### src/rtl/spi_byte_engine.sv
`default_nettype none
// ============================================================================
// Module      : spi_byte_engine
// Description : Single-byte SPI master, mode 0 (spi_clk idles low), MSB first.
//               One execute pulse moves one byte out on mosi while the byte on
//               miso is shifted in. The spi_clk half-period is chosen per
//               transfer from SLOW_DIV or FAST_DIV by the fast input.
//
// Parameters  : SLOW_DIV  spi_clk half-period in clk cycles when fast=0 (>=1)
//               FAST_DIV  spi_clk half-period in clk cycles when fast=1 (>=1)
//
// Ports       : clk       master clock, rising edge
//               rst       synchronous active-high reset
//               execute   start a transfer (sampled only while idle)
//               fast      divider select, captured with execute
//               out_word  byte to transmit, captured with execute
//               miso      serial data from the card
//               spi_clk   serial clock
//               mosi      serial data to the card (high when idle)
//               in_word   last fully received byte
//               finished  one-cycle completion pulse (busy already low)
//               busy      transfer in progress
//
// Options     : SPI_BYTE_ENGINE_LOOPBACK_EN  when defined, the receive path
//               samples the engine's own mosi instead of the miso port.
//
// Revision    : 1.0  initial release
// ============================================================================
module spi_byte_engine #(
    parameter int SLOW_DIV = 64,
    parameter int FAST_DIV = 2
) (
    input  logic       clk,
    input  logic       rst,
    input  logic       execute,
    input  logic       fast,
    input  logic [7:0] out_word,
    input  logic       miso,
    output logic       spi_clk,
    output logic       mosi,
    output logic [7:0] in_word,
    output logic       finished,
    output logic       busy
);

    localparam int c_MAX_DIV = (SLOW_DIV > FAST_DIV) ? SLOW_DIV : FAST_DIV;
    localparam int c_CW      = $clog2(c_MAX_DIV) + 1;

    localparam logic [1:0] c_IDLE       = 2'd0;
    localparam logic [1:0] c_SHIFT_LOW  = 2'd1;
    localparam logic [1:0] c_SHIFT_HIGH = 2'd2;

    logic [1:0]      r_state;
    logic [1:0]      w_state_nxt;
    logic [c_CW-1:0] r_cnt;
    logic [c_CW-1:0] r_half;
    logic [2:0]      r_bit;
    logic [7:0]      r_tx;
    logic [7:0]      r_rx;
    logic [7:0]      r_in_word;
    logic            r_finished;

    logic            w_tick;
    logic            w_last_bit;
    logic            w_mosi;
    logic            w_rx_bit;

    // Last clk cycle of the current spi_clk half-period.
    assign w_tick     = (r_cnt == (r_half - c_CW'(1)));
    assign w_last_bit = (r_bit == 3'd7);
    assign w_mosi     = (r_state == c_IDLE) ? 1'b1 : r_tx[7];

`ifdef SPI_BYTE_ENGINE_LOOPBACK_EN
    assign w_rx_bit = w_mosi;
`else
    assign w_rx_bit = miso;
`endif

    // ------------------------------------------------------------------------
    // Next-state logic
    // ------------------------------------------------------------------------
    always_comb begin
        w_state_nxt = r_state;
        case (r_state)
            c_IDLE: begin
                if (execute) begin
                    w_state_nxt = c_SHIFT_LOW;
                end
            end
            c_SHIFT_LOW: begin
                if (w_tick) begin
                    w_state_nxt = c_SHIFT_HIGH;
                end
            end
            c_SHIFT_HIGH: begin
                if (w_tick) begin
                    w_state_nxt = w_last_bit ? c_IDLE : c_SHIFT_LOW;
                end
            end
            default: begin
                w_state_nxt = c_IDLE;
            end
        endcase
    end

    // ------------------------------------------------------------------------
    // State register and datapath
    // ------------------------------------------------------------------------
    always_ff @(posedge clk) begin
        if (rst) begin
            r_state    <= c_IDLE;
            r_cnt      <= '0;
            r_half     <= '0;
            r_bit      <= '0;
            r_tx       <= '0;
            r_rx       <= '0;
            r_in_word  <= '0;
            r_finished <= 1'b0;
        end else begin
            r_state    <= w_state_nxt;
            r_finished <= 1'b0;
            case (r_state)
                c_IDLE: begin
                    if (execute) begin
                        r_tx   <= out_word;
                        r_half <= fast ? c_CW'(FAST_DIV) : c_CW'(SLOW_DIV);
                        r_bit  <= '0;
                        r_cnt  <= '0;
                    end
                end
                c_SHIFT_LOW: begin
                    if (w_tick) begin
                        r_cnt <= '0;
                        // Sample on the cycle that ends with spi_clk rising.
                        r_rx  <= {r_rx[6:0], w_rx_bit};
                    end else begin
                        r_cnt <= r_cnt + c_CW'(1);
                    end
                end
                c_SHIFT_HIGH: begin
                    if (w_tick) begin
                        r_cnt <= '0;
                        if (!w_last_bit) begin
                            r_bit <= r_bit + 3'd1;
                            r_tx  <= {r_tx[6:0], 1'b0};
                        end else begin
                            r_in_word  <= r_rx;
                            r_finished <= 1'b1;
                        end
                    end else begin
                        r_cnt <= r_cnt + c_CW'(1);
                    end
                end
                default: begin
                    r_cnt <= '0;
                end
            endcase
        end
    end

    assign spi_clk  = (r_state == c_SHIFT_HIGH);
    assign mosi     = w_mosi;
    assign busy     = (r_state != c_IDLE);
    assign finished = r_finished;
    assign in_word  = r_in_word;

endmodule
`default_nettype wire
### config.mk
export PLATFORM = sky130hd
export DESIGN_NAME = spi_byte_engine
export DESIGN_NICKNAME = d
export VERILOG_FILES = /design/src/rtl/spi_byte_engine.sv
export SDC_FILE = /design/constraint.sdc
export NUM_CORES = 1
export LEC_CHECK = 0
export ABC_CLOCK_PERIOD_IN_PS = 3300
export BUFFER_PORTS_ARGS = -buffer_cell sky130_fd_sc_hd__buf_2
export CAP_MARGIN = 20
export CORE_ASPECT_RATIO = 2
export CORE_MARGIN = 5
export CORE_UTILIZATION = 45
export DETAILED_ROUTE_END_ITERATION = 10
export GPL_TIMING_DRIVEN = 0
export SETUP_SLACK_MARGIN = 0.4
export SYNTH_ARGS = -nofsm -noshare
export SYNTH_HDL_FRONTEND = slang
export SYNTH_SLANG_ARGS = --single-unit
### constraint.sdc
create_clock -name clk -period 3.3 [get_ports clk]
set_clock_uncertainty 0.1 [all_clocks]
set_input_delay 0.165 -clock clk [delete_from_list [all_inputs] [get_ports clk]]
set_output_delay 0.165 -clock clk [all_outputs]
set_load 0.02 [all_outputs]
==> results.yml, run 1 <==
outcome:
  status: "finished clean"
synth:
  synthFlopType: "dfxtp_1"
  synth.net_count: 272
  yosys-top-cells-area: "dfxtp_1 39%, a21oi_1 11%, nand3_1 9.3%"
  synth.distinct_cells: 39
  async_reset_ff_share_pct: 0
  syn_inst: 251
  syn_area_per_cell_um2: 7.95
  synth_top_area_share_pct: 39.1
  syn_area_um2: 1990
  ys_seq_elements: 39
  synth-seq-area-share_pct: 39.1
  synth_top_area_cell: "dfxtp_1"
  synth_edf_count: 0
  yosys_warnings: 0
worst_setup_path:
  critPathCaptureType: "register"
  cp-start-kind: "register"
  required_ns: 3.42
  path_class: "reg -> reg"
  cp_max_fo: 10
  rr_worst_depth: 7
  arrival_ns: 2.46
sta:
  slew_headroom_pct: 54.2
  setup_ws_ns: 0.961
  finalMaxSlewViolations: 0
  finalCritPeriodShare_pct: 70.9
  setup_viol: 0
  fin_crit_ns: 2.34
  fmax_mhz: 428
  hold_viol_final: 0
  worstMarginPinSlew_ns: 0.684
  rsz0062_at_grt: "no"
  whs_ns: 0.0252
  setup_tns_ns: 0
pwr:
  p_seq_share_pct: 39.9
  p_sw_mw: 0.573
  p_leak_nw: 0.821
  clkPwrFrac_pct: 23.0
  pwr-share-comb_pct: 37.1
  power_switching_share_pct: 40.2
  p_per_area_nw_per_um2: 627
  ir_worst_vdd_v: 0.000440
  p_int_mw: 0.851
cts:
  clock_tree.root_cell: "clkbuf_8"
  cts_tree: "done"
  htreeDepth: 2
  cts_buffers: 5
  cts_setup_buffers: 0
  clock_path_buffers: 2
  clock_sinks: 39
  cts_resized: 0
  insertion_delay_ns: 0.29
  clkTransAtPathRegs_ns: 0.08
  postCtsHoldBufs: 0
placed_design:
  dp_hpwl_um: 3700
  portBuffers: 24
  gp_congestion: 0.783
  pre_cts_ws_ns: 0.979
die:
  rows: 34
  core_um2: 4340
  die_w_um: 57.1
  die-area_um2: 5940
  start_util_pct: 46.0
  ios: 25
  fp.dieH_um: 104
worst_hold_path:
  hold_class: "in -> reg"
  hold_depth: 3
route:
  wire_per_inst_um: 14.9
  ant_nets: 0
  via_per_inst: 5.60
  num_vias: 1883
  drc: 0
  drt_iter0_drc: 39
  wirelength_um: 5010
  drt-pass1-iter-count: 4
final_layout:
  fin_nets: 303
  drive_above_1_share_pct: 15.6
  diodes: 0
  synthToLayoutAreaGrowth_pct: 13.8
global_routing:
  grt_usage_pct: 17.7
  overflow: 0
  grt_pass1_vias: 1780
  grt_start_max_net_pins: 12
  antenna_found_initial: 0
  grt_pass1_wl_um: 8440
flow_run:
  cap_violations: 0
==> registers in the layout (all words and copies together), names as in the netlist <==
| name | count |
|---|---|
| r_tx | 8 |
| r_half | 2 |
| in_word | 8 |
| r_cnt | 7 |
| r_state | 2 |
| finished | 1 |
| r_rx | 8 |
| r_bit | 3 |
==> area by class of cell <==
type                            count  area [um^2]
Multi-Input combinational cell    192         1110
Sequential cell                    39          781
Clock inverter                      1         5.00
Buffer                             16         91.3
Timing Repair Buffer               24          120
Fill cell                         476         2070
Clock buffer                        6         82.6
Inverter                            4         15.0
Tap cell                           54         67.6
==> critical path, stage by stage (launching register included) <==
cell      delay [ns]
dfxtp_1         0.34
inv_1           0.11
ha_1            0.26
clkinv_1        0.30
nor2_2          0.39
clkbuf_1        0.43
o221ai_1        0.18
a21oi_1         0.16
==> worst paths after layout <==
| check | startpoint | slack, ns | to |
|---|---|---|---|
| setup / recovery | r_state[1]$_SDFFE_PP0P_ | 0.96 | r_bit[2]$_SDFFE_PP0P_ |
| hold / removal | miso | 0.03 | r_rx[0]$_SDFFE_PP0P_ |
| setup reg to reg | r_state[1]$_SDFFE_PP0P_ | 0.96 | r_bit[2]$_SDFFE_PP0P_ |
| hold reg to reg | r_rx[7]$_SDFFE_PP0P_ | 0.37 | r_rx[7]$_SDFFE_PP0P_ |
==> power by group through the flow <==
| stage | Combinational [mW] | Sequential, mW | Clock [mW] |
|---|---|---|---|
| 2_1_floorplan | 0.388 | 0.568 | 0 |
| 3_3_place_gp | 0.526 | 0.577 | 0 |
| 3_5_place_dp | 0.529 | 0.579 | 0 |
| 4_1_cts | 0.534 | 0.568 | 0.336 |
| 5_1_grt | 0.592 | 0.577 | 0.363 |
| 6_report | 0.529 | 0.568 | 0.327 |
==> cells in the mapped netlist, drive strengths merged (2+ instances only) <==
| cell type | count |
|---|---|
| a21oi | 43 |
| a31oi | 9 |
| buf | 7 |
| clkbuf | 9 |
| dfxtp | 39 |
| ha | 8 |
| inv | 3 |
| mux2i | 2 |
| nand2 | 35 |
| nand2b | 6 |
| nand3 | 38 |
| nand4 | 4 |
| nor2 | 9 |
| nor2b | 2 |
| nor3 | 6 |
| nor3b | 2 |
| o211ai | 3 |
| o21ai | 11 |
| o221ai | 2 |
| xnor2 | 2 |
==> through the flow <==
stage	power, mW	std cells	cell area (um^2)	util [%]
floorplan	0.956	251	1990	-
global placement	1.10	329	2180	50.3
detailed placement	1.11	329	2180	50.3
CTS	1.44	336	2270	52.3
global route	1.53	336	2270	52.3
finish	1.42	336	2270	52.3
==> layer usage <==
metal	wire length, um	up-vias	GRT usage (%)
met1	2070	897	19.5
met3	137	5	3.35
li1	-	956	-
met2	2760	25	32.7
met4	53	0	5.47
met5	0	-	0
==> cells by family (layout without fill, tap and decap cells) <==
family	Yosys count	count (layout)	share of synthesized area, %
muxes	2	2	1.00
buffers and inverters	20	51	5.33
AOI/OAI and AO/OA	72	72	21.2
adders and majority gates	8	8	5.02
DFF	39	39	39.1
xor gates and xnor gates	3	3	1.69
and+or+nand+nor	107	107	26.6
==> placed cells by master, fill, tap and decap left out, types with 5 or more instances in the layout <==
| master | count |
|---|---|
| nand2b_1 | 6 |
| nand3_1 | 37 |
| nand2_1 | 35 |
| buf_2 | 25 |
| a21oi_1 | 42 |
| dfxtp_1 | 39 |
| o21ai_1 | 5 |
| a31oi_1 | 9 |
| nor3_1 | 6 |
| ha_1 | 8 |
| clkbuf_8 | 6 |
| o21ai_0 | 6 |
| nor2_1 | 8 |
| clkbuf_1 | 9 |
No activity file was read; power rests on OpenSTA's default activity.
==> run 2, diff against run 1 <==
--- a/config.mk
+++ b/config.mk
@@ -5,7 +5,7 @@
 export SDC_FILE = /design/constraint.sdc
 export NUM_CORES = 1
 export LEC_CHECK = 0
-export ABC_CLOCK_PERIOD_IN_PS = 3300
+export ABC_CLOCK_PERIOD_IN_PS = 2500
 export BUFFER_PORTS_ARGS = -buffer_cell sky130_fd_sc_hd__buf_2
 export CAP_MARGIN = 20
 export CORE_ASPECT_RATIO = 2
==> constraint.sdc (replaced) <==
create_clock -name clk -period 2.5 [get_ports clk]
set_clock_uncertainty 0.1 [all_clocks]
set_input_delay 0.125 -clock clk [delete_from_list [all_inputs] [get_ports clk]]
set_output_delay 0.125 -clock clk [all_outputs]
set_load 0.02 [all_outputs]
==> results.yml, run 2 (synthesis results as in run 1) <==
die:
  start_util_pct: 46.0
  ios: 25
  die-area_um2: 5940
  core_um2: 4340
  die_w_um: 57.1
  rows: 34
  fp.dieH_um: 104
pwr:
  ir_worst_vdd_v: 0.000582
  p_leak_nw: 0.844
  p_per_area_nw_per_um2: 822
final_layout:
  num-fill-cells: 477
  final_common_cell: "a21oi_1"
  fin_nets: 305
  seq_area_um2: 781
  fin_cells: 338
  design_area_um2: 2310
  multiInputGateArea_um2: 1120
  drive_above_1_share_pct: 18.0
  synthToLayoutAreaGrowth_pct: 15.6
  layout_common_cells: "42 x a21oi_1, 39 x dfxtp_1, 37 x nand3_1"
  diodes: 0
placed_design:
  dp_hpwl_um: 3700
  placed_cells: 329
  portBuffers: 24
  gp_congestion: 0.783
  placed_area_um2: 2180
  pre_cts_ws_ns: 0.179
worst_setup_path:
  path_cells: "inv_1, ha_1, clkbuf_2, or2_2, buf_2"
  arrival_ns: 1.74
  cpLargestDelayFamily: "buffers and inverters"
  path_class: "reg -> out"
  required_ns: 2.28
  cp-start-kind: "register"
  critPathCaptureType: "output pin"
  cp_max_fo: 10
  cp_slowest_cell: "dfxtp_1"
  worst-path-buf-inv: 3
  slowest_delay_ns: 0.40
cts:
  clkTransAtPathRegs_ns: 0.08
  cts_tree: "done"
  clock_sinks: 39
  htreeDepth: 2
  clock_path_buffers: 2
  cts_setup_buffers: 0
  insertion_delay_ns: 0.29
  cts_buffers: 5
  clock_tree.root_cell: "clkbuf_8"
sta:
  finalMaxSlewViolations: 0
  setup_tns_ns: 0
  worstMarginPinSlew_ns: 0.519
  setup_viol: 0
  rsz0062_at_grt: "yes"
  finalCritPeriodShare_pct: 78.6
  setup_ws_ns: 0.535
  fmax_mhz: 509
  fin_crit_ns: 1.97
  hold_viol_final: 0
  slew_headroom_pct: 65.4
  whs_ns: 0.0475
route:
  drc: 0
  drt-pass1-iter-count: 4
  highest_layer: "met4"
  num_vias: 1876
  dr_wl_met2_um: 2760
  met3_wirelength_um: 137
  ant_nets: 0
  wire_per_inst_um: 14.8
  via_per_inst: 5.55
  wirelength_um: 4990
  drt_iter0_drc: 42
  wl_met1_um: 2040
outcome:
  status: "finished clean"
worst_hold_path:
  hold_class: "in -> reg"
global_routing:
  grt_start_max_net_pins: 12
  grt_usage_pct: 17.8
  overflow: 0
  grt_pass1_wl_um: 8490
  antenna_found_initial: 0
  grt_pass1_vias: 1796
flow_run:
  cap_violations: 0
[run 2: changes by cell type in the layout (fill, tap and decap cells not counted), moves of 2 or more]
cell and change:
buf_2 +2, clkbuf_1 -3, clkbuf_2 +2, dlygate4sd3_1 +2
[run 2: metrics by stage]
| stage | total power [mW] | util (%) |
|---|---|---|
| floorplan | 1.26 | - |
| global placement | 1.46 | 50.3 |
| detailed placement | 1.46 | 50.3 |
| CTS | 1.91 | 53.0 |
| global route | 2.04 | 53.1 |
| finish | 1.90 | 53.1 |
[run 2: layer usage]
metal | track usage (%) | vias up
li1 | - | 960
met1 | 19.8 | 883
met2 | 32.8 | 28
met3 | 3.35 | 5
met4 | 5.47 | 0
met5 | 0 | -
[run 2: final timing paths]
kind                           start                      end  slack [ns]  depth (start not counted)
min                              rst  r_state[1]$_SDFFE_PP0P_        0.05                          3
max reg2reg  r_state[0]$_SDFFE_PP0P_    r_bit[0]$_SDFFE_PP0P_        0.57                          7
min reg2reg     r_rx[7]$_SDFFE_PP0P_     r_rx[7]$_SDFFE_PP0P_        0.37                          2
max          r_state[0]$_SDFFE_PP0P_                     mosi        0.53                          5
[run 2: power breakdown]
group | internal [mW] | total, mW | switching [mW]
combinational | 0.234 | 0.713 | 0.480
sequential | 0.686 | 0.750 | 0.0642
clock | 0.217 | 0.432 | 0.216
total | 1.14 | 1.90 | 0.760
[run 2: what timing repair did]
item | CTS | global route
endpoints found under the hold margin | 2 | 0
hold buffers | 2 | 0
endpoints found under the setup margin | 18 | 11
gates cloned | 0 | 0
resized for setup | 5 | 6
[run 2: layout make-up]
cell class                 instances  area share, %
multi-input combinational        192           48.5
timing repair buffer              26           6.08
tap                               54           2.93
inverter                           4          0.705
sequential                        39           33.9
clock buffer                       6           3.58
clock inverter                     1          0.217
buffer                            16           4.18
[run 2: worst register-to-register path, stage by stage, from the launching register on]
cell and delay, ns:
dfxtp_1 0.40, inv_1 0.10, ha_1 0.28, clkinv_2 0.16, nor2_4 0.09, nor2_2 0.37, a21oi_1 0.13, a311oi_1 0.23
